<file path="src/rtl/ab_seq_pkg.sv">
// Shared types and helpers for the A/B overlap sequence generator.
package ab_seq_pkg;

    typedef enum logic [1:0] {IDLE, RUN, DONE} ab_state_t;

    // Last phase count of a run: whichever of a or b finishes later.
    function automatic int ab_end(input int a_len, input int b_dly, input int b_len);
        return (a_len > b_dly + b_len) ? a_len : (b_dly + b_len);
    endfunction

endpackage

</file>
<file path="src/rtl/ab_seq_gen_rise_det.sv">
// Start edge detector: registers start and splits each rise into an accepted
// trigger (idle) or a dropped trigger (busy).
module rise_det #(
    parameter logic RST_VAL = 1'b1
) (
    input  logic clk,
    input  logic rst,
    input  logic start,
    input  logic busy,
    output logic trig,
    output logic ovr
);

    logic start_q;
    logic rise;

    // Reset value of 1 keeps a start held high across reset from looking like a rise.
    always_ff @(posedge clk) begin
        if (rst) begin
            start_q <= RST_VAL;
        end else begin
            start_q <= start;
        end
    end

    assign rise = start & ~start_q;
    assign trig = rise & ~busy;
    assign ovr  = rise & busy;

endmodule

</file>
<file path="src/rtl/ab_seq_gen.sv">
// Start-triggered A/B overlap sequence generator with done pulse and run counter.
// Optional embedded protocol assertions: define AB_SEQ_ASSERT_EN.
module ab_seq_gen
    import ab_seq_pkg::*;
#(
    parameter int A_LEN     = 2,
    parameter int B_DELAY   = 1,
    parameter int B_LEN     = 2,
    parameter int CNT_W     = 5,
    parameter int RUN_CNT_W = 8
) (
    input  logic                 clk,
    input  logic                 rst,
    input  logic                 start,
    output logic                 a,
    output logic                 b,
    output logic                 done,
    output logic                 busy,
    output logic                 overrun,
    output logic [RUN_CNT_W-1:0] run_cnt
);

    localparam int END_CNT = ab_end(A_LEN, B_DELAY, B_LEN);

    localparam logic [CNT_W-1:0] END_C = CNT_W'(END_CNT);
    localparam logic [CNT_W-1:0] A_HI  = CNT_W'(A_LEN);
    localparam logic [CNT_W-1:0] B_LO  = CNT_W'(B_DELAY + 1);
    localparam logic [CNT_W-1:0] B_HI  = CNT_W'(B_DELAY + B_LEN);

    if (A_LEN < 1 || A_LEN > 15) begin : g_bad_a_len
        $error("ab_seq_gen: A_LEN=%0d outside 1..15", A_LEN);
    end
    if (B_DELAY < 0 || B_DELAY > 15) begin : g_bad_b_delay
        $error("ab_seq_gen: B_DELAY=%0d outside 0..15", B_DELAY);
    end
    if (B_LEN < 1 || B_LEN > 15) begin : g_bad_b_len
        $error("ab_seq_gen: B_LEN=%0d outside 1..15", B_LEN);
    end
    if (CNT_W < 1 || CNT_W > 30 || (END_CNT + 1) > (1 << CNT_W)) begin : g_bad_cnt_w
        $error("ab_seq_gen: CNT_W=%0d cannot hold %0d", CNT_W, END_CNT + 1);
    end
    if (RUN_CNT_W < 1) begin : g_bad_run_cnt_w
        $error("ab_seq_gen: RUN_CNT_W must be at least 1");
    end

    function automatic logic dec_a(input logic [CNT_W-1:0] c);
        return (c >= CNT_W'(1)) && (c <= A_HI);
    endfunction

    function automatic logic dec_b(input logic [CNT_W-1:0] c);
        return (c >= B_LO) && (c <= B_HI);
    endfunction

    logic            trig;
    logic            ovr;
    ab_state_t       state;
    logic [CNT_W-1:0] cnt;
    logic [CNT_W-1:0] cnt_nxt;

    rise_det #(
        .RST_VAL (1'b1)
    ) u_rise_det (
        .clk   (clk),
        .rst   (rst),
        .start (start),
        .busy  (busy),
        .trig  (trig),
        .ovr   (ovr)
    );

    assign cnt_nxt = cnt + CNT_W'(1);

    // a/b are decoded from the count being loaded so they line up with it.
    always_ff @(posedge clk) begin
        if (rst) begin
            state   <= IDLE;
            cnt     <= '0;
            a       <= 1'b0;
            b       <= 1'b0;
            done    <= 1'b0;
            busy    <= 1'b0;
            overrun <= 1'b0;
            run_cnt <= '0;
        end else begin
            overrun <= ovr;
            done    <= 1'b0;
            unique case (state)
                IDLE, DONE: begin
                    if (trig) begin
                        state <= RUN;
                        cnt   <= CNT_W'(1);
                        a     <= dec_a(CNT_W'(1));
                        b     <= dec_b(CNT_W'(1));
                        busy  <= 1'b1;
                    end else begin
                        state <= IDLE;
                    end
                end
                RUN: begin
                    if (cnt == END_C) begin
                        state <= DONE;
                        cnt   <= '0;
                        a     <= 1'b0;
                        b     <= 1'b0;
                        busy  <= 1'b0;
                        done  <= 1'b1;
                        if (run_cnt != '1) begin
                            run_cnt <= run_cnt + RUN_CNT_W'(1);
                        end
                    end else begin
                        cnt <= cnt_nxt;
                        a   <= dec_a(cnt_nxt);
                        b   <= dec_b(cnt_nxt);
                    end
                end
                default: begin
                    state <= IDLE;
                end
            endcase
        end
    end

`ifdef AB_SEQ_ASSERT_EN
    ap_a_run: assert property (@(posedge clk) disable iff (rst)
        ($rose(start) && !busy) |=> a [*A_LEN])
        $info("ap_a_run ok"); else $error("ap_a_run violated");

    ap_b_run: assert property (@(posedge clk) disable iff (rst)
        ($rose(start) && !busy) |=> ##B_DELAY b [*B_LEN])
        $info("ap_b_run ok"); else $error("ap_b_run violated");

    ap_done_at_end: assert property (@(posedge clk) disable iff (rst)
        ($rose(start) && !busy) |=> ##END_CNT done)
        $info("ap_done_at_end ok"); else $error("ap_done_at_end violated");

    ap_done_quiet: assert property (@(posedge clk) disable iff (rst)
        done |-> (!a && !b))
        $info("ap_done_quiet ok"); else $error("ap_done_quiet violated");

    ap_busy_done_excl: assert property (@(posedge clk) disable iff (rst)
        $onehot0({busy, done}))
        $info("ap_busy_done_excl ok"); else $error("ap_busy_done_excl violated");
`endif

endmodule

</file>
<file path="config.mk">
export PLATFORM = sky130hd
export DESIGN_NAME = ab_seq_gen
export DESIGN_NICKNAME = d
export VERILOG_FILES = /design/src/rtl/ab_seq_pkg.sv /design/src/rtl/ab_seq_gen_rise_det.sv /design/src/rtl/ab_seq_gen.sv
export SDC_FILE = /design/constraint.sdc
export NUM_CORES = 1
export LEC_CHECK = 0
export ABC_AREA = 1
export CORE_MARGIN = 1.5
export CORE_UTILIZATION = 50
export CTS_BUF_LIST = sky130_fd_sc_hd__clkbuf_4
export DETAILED_ROUTE_END_ITERATION = 8
export PLACE_DENSITY = 0.88
export SYNTH_ARGS = -nofsm -noshare
export SYNTH_HDL_FRONTEND = slang
export SYNTH_SLANG_ARGS = --single-unit
</file>
<file path="constraint.sdc">
create_clock -name clk -period 1.6 [get_ports clk]
set_clock_uncertainty 0.15 [all_clocks]
set_input_delay 0.32 -clock clk [delete_from_list [all_inputs] [get_ports clk]]
set_output_delay 0.32 -clock clk [all_outputs]
set_load 0.03 [all_outputs]
</file>
==> impl_metrics.yaml <==
timing:
  final-setup-viol-count: 0
  tns_ps: 0
  post-route-period-util_pct: 97.4
  fin_crit_ps: 1560
  hold_viol: 0
  worst_slew_pin_slew_ps: 309
  report.final.slew_viol_count: 0
  max_freq_mhz: 642
  slew_headroom_pct: 79.3
critical_path:
  rrSetupSlack_ps: 60
  crit_path_top_delay_cell: "dlygate4sd2_1"
  path_delay_family: "buffers and inverters"
  start_kind: "flop"
  cp_slowest_stage_delay_ps: 400
  worstPathArrival_ps: 1090
  worstPathRequired_ps: 1130
  cp_num_buf_inv: 1
  crit_path_end_kind: "output port"
  critical_path.max_fanout: 2
  critical_path_class: "reg -> out"
  path_cells: "dlygate4sd2_1"
routing:
  drtAntennaViolNets: 0
  drc: 0
  via_per_inst: 5.36
  initialDrtViolationCount: 29
  num_vias: 1035
  drt_wl_total_mm: 2.57
  avgRoutedWirePerCell_um: 13.3
  drtPass1Iterations: 5
clock_tree:
  clk_root_buffer_cell: "clkbuf_4"
  cts_tree: "yes"
  htree_levels: 1
  clkTransAtPathRegs_ps: 130
  worstSkewPairLatency_ps: 310
  cts_made_buffers: 3
  clock-sinks: 21
  cts_hold_buf: 0
  clockBufferDepth: 2
grt:
  grt_pass1_vias: 991
  grt_start_max_net_pins: 16
  overflow: 0
  antenna_found_initial: 0
  grt_pass1_wl_mm: 4.07
  grt.total_usage_pct: 21.4
synthesis:
  synth.distinct_cells: 29
  synth_area_per_cell_um2: 8.05
  yosys.area.top_type: "dfxtp_1"
  ys_warn_count: 0
  ys_seq_elements: 21
  syn-cell-area_um2: 1090
  synth_top_area_share_pct: 38.4
  ys_seq_area_share_pct: 38.4
  synth_cells: 136
  synth_fp_nets: 144
  ys_top_cells_by_area: "dfxtp_1 (38%), nand2_1 (9.6%), ha_1 (5.7%), a21oi_2 (4.8%), nand3_1 (4.1%)"
place:
  dp_hpwl_mm: 1.81
  numPortBuffers: 15
  dpl.cell_count: 186
  routabilityCongestion: 0.833
status:
  status: "complete, no violations"
cells_and_area:
  finalNonFillerCells: 193
  nets: 175
  fin_util_pct: 70.1
  final_common_cell: "nand2_1"
  drive_above_1_share_pct: 30.1
  synthToLayoutAreaGrowth_pct: 28.2
  fill_cells: 167
  n_antenna_cell: 0
  final_cell_mix: "nand2_1 (27), dfxtp_1 (17), buf_4 (13)"
floorplanning:
  design.core.area_um2: 2000
  start_util_pct: 54.7
  io_pins: 16
  std_cell_rows: 16
  die_w_um: 49.8
  die_area_um2: 2480
  die-height_um: 49.8
power:
  total_power_w: 0.000911
  powerDensity_nw_per_um2: 649
  p_leak_nw: 0.621
  ir_drop_mv: 0.614
run:
  maxCapViolations: 0
worst_hold_path:
  min_path_type: "reg -> reg"
[layout make-up]
type                       count  area [µm²]  area share, %
clock buffer                   3        22.5           1.60
clock inverter                 1        5.00          0.357
tap                           27        33.8           2.41
multi-input combinational     99         622           44.3
timing repair buffer          28         233           16.6
sequential                    21         428           30.5
inverter                      14        60.1           4.28
[cells in the mapped netlist (all sizes together)]
cell type   n
nand2      35
dfxtp      21
a21oi      13
inv        13
nor2       13
nand3      10
ha          5
o21ai       4
xor2        4
nand4       3
nor3        3
xnor2       3
buf         2
o22ai       2
a211oi      1
clkbuf      1
clkinv      1
o31ai       1
or2         1
[stage by stage]
stage	hold slack [ps]	cell area, µm²	setup WS [ps]
4_1_cts	290	1360	11.0
3_3_place_gp	262	1350	38.4
2_1_floorplan	249	1100	19.5
6_report	284	1400	42.1
3_5_place_dp	273	1350	-72.1
5_1_grt	307	1400	-7.20
[kinds of logic (layout without fill, tap and decap cells)]
family | count (synthesis) | count (layout) | share of synthesized area (%)
AOI/OAI and AO/OA | 21 | 21 | 12.3
xor gates and xnor gates | 7 | 7 | 5.60
adders and majority gates | 5 | 5 | 5.71
buffers and inverters | 17 | 46 | 6.97
DFF | 21 | 21 | 38.4
and+or+nand+nor | 65 | 66 | 31.0
[routing by layer]
layer	up-vias	share of wire (%)	global-route usage, %
met4	0	3.5	12.0
met5	-	0	0
met3	13	5.0	3.03
met2	41	53	39.6
li1	502	-	-
met1	479	39	23.1
[worst register-to-register path, cell delays in order (launching register included)]
cell     delay, ps
dfxtp_2        370
ha_2           180
nand3_1        100
nor2_2         180
buf_4          140
xor2_1         170
nand2_2         70
a21oi_2        120
[report_power, final]
group,leakage (nW),internal [W],switching (W)
registers,0.172,0.000533,0.00000892
clock network,0.0177,0.0000935,0.000174
logic,0.431,0.0000388,0.0000632
[final timing paths]
kind / from / end / cells past startpoint
max reg2reg: run_cnt[1] / run_cnt[6] / 7
min reg2reg: u_rise_det.start_q / overrun / 1
max: b / b / 1
min: u_rise_det.start_q / overrun / 1
[sequential cells by signal, summed over array words and instances (netlist names)]
name                cells
u_rise_det.start_q      1
done                    1
state                   2
overrun                 1
busy                    1
b                       1
run_cnt                 8
a                       1
cnt                     5
[what timing repair did]
item                       4_1_cts  5_1_grt
pin swaps                        0        4
setup buffers                    0        2
gates cloned                     0        1
setup endpoints to repair       18       11
resized for setup               14        7
No activity file was read; power rests on OpenSTA's default activity.
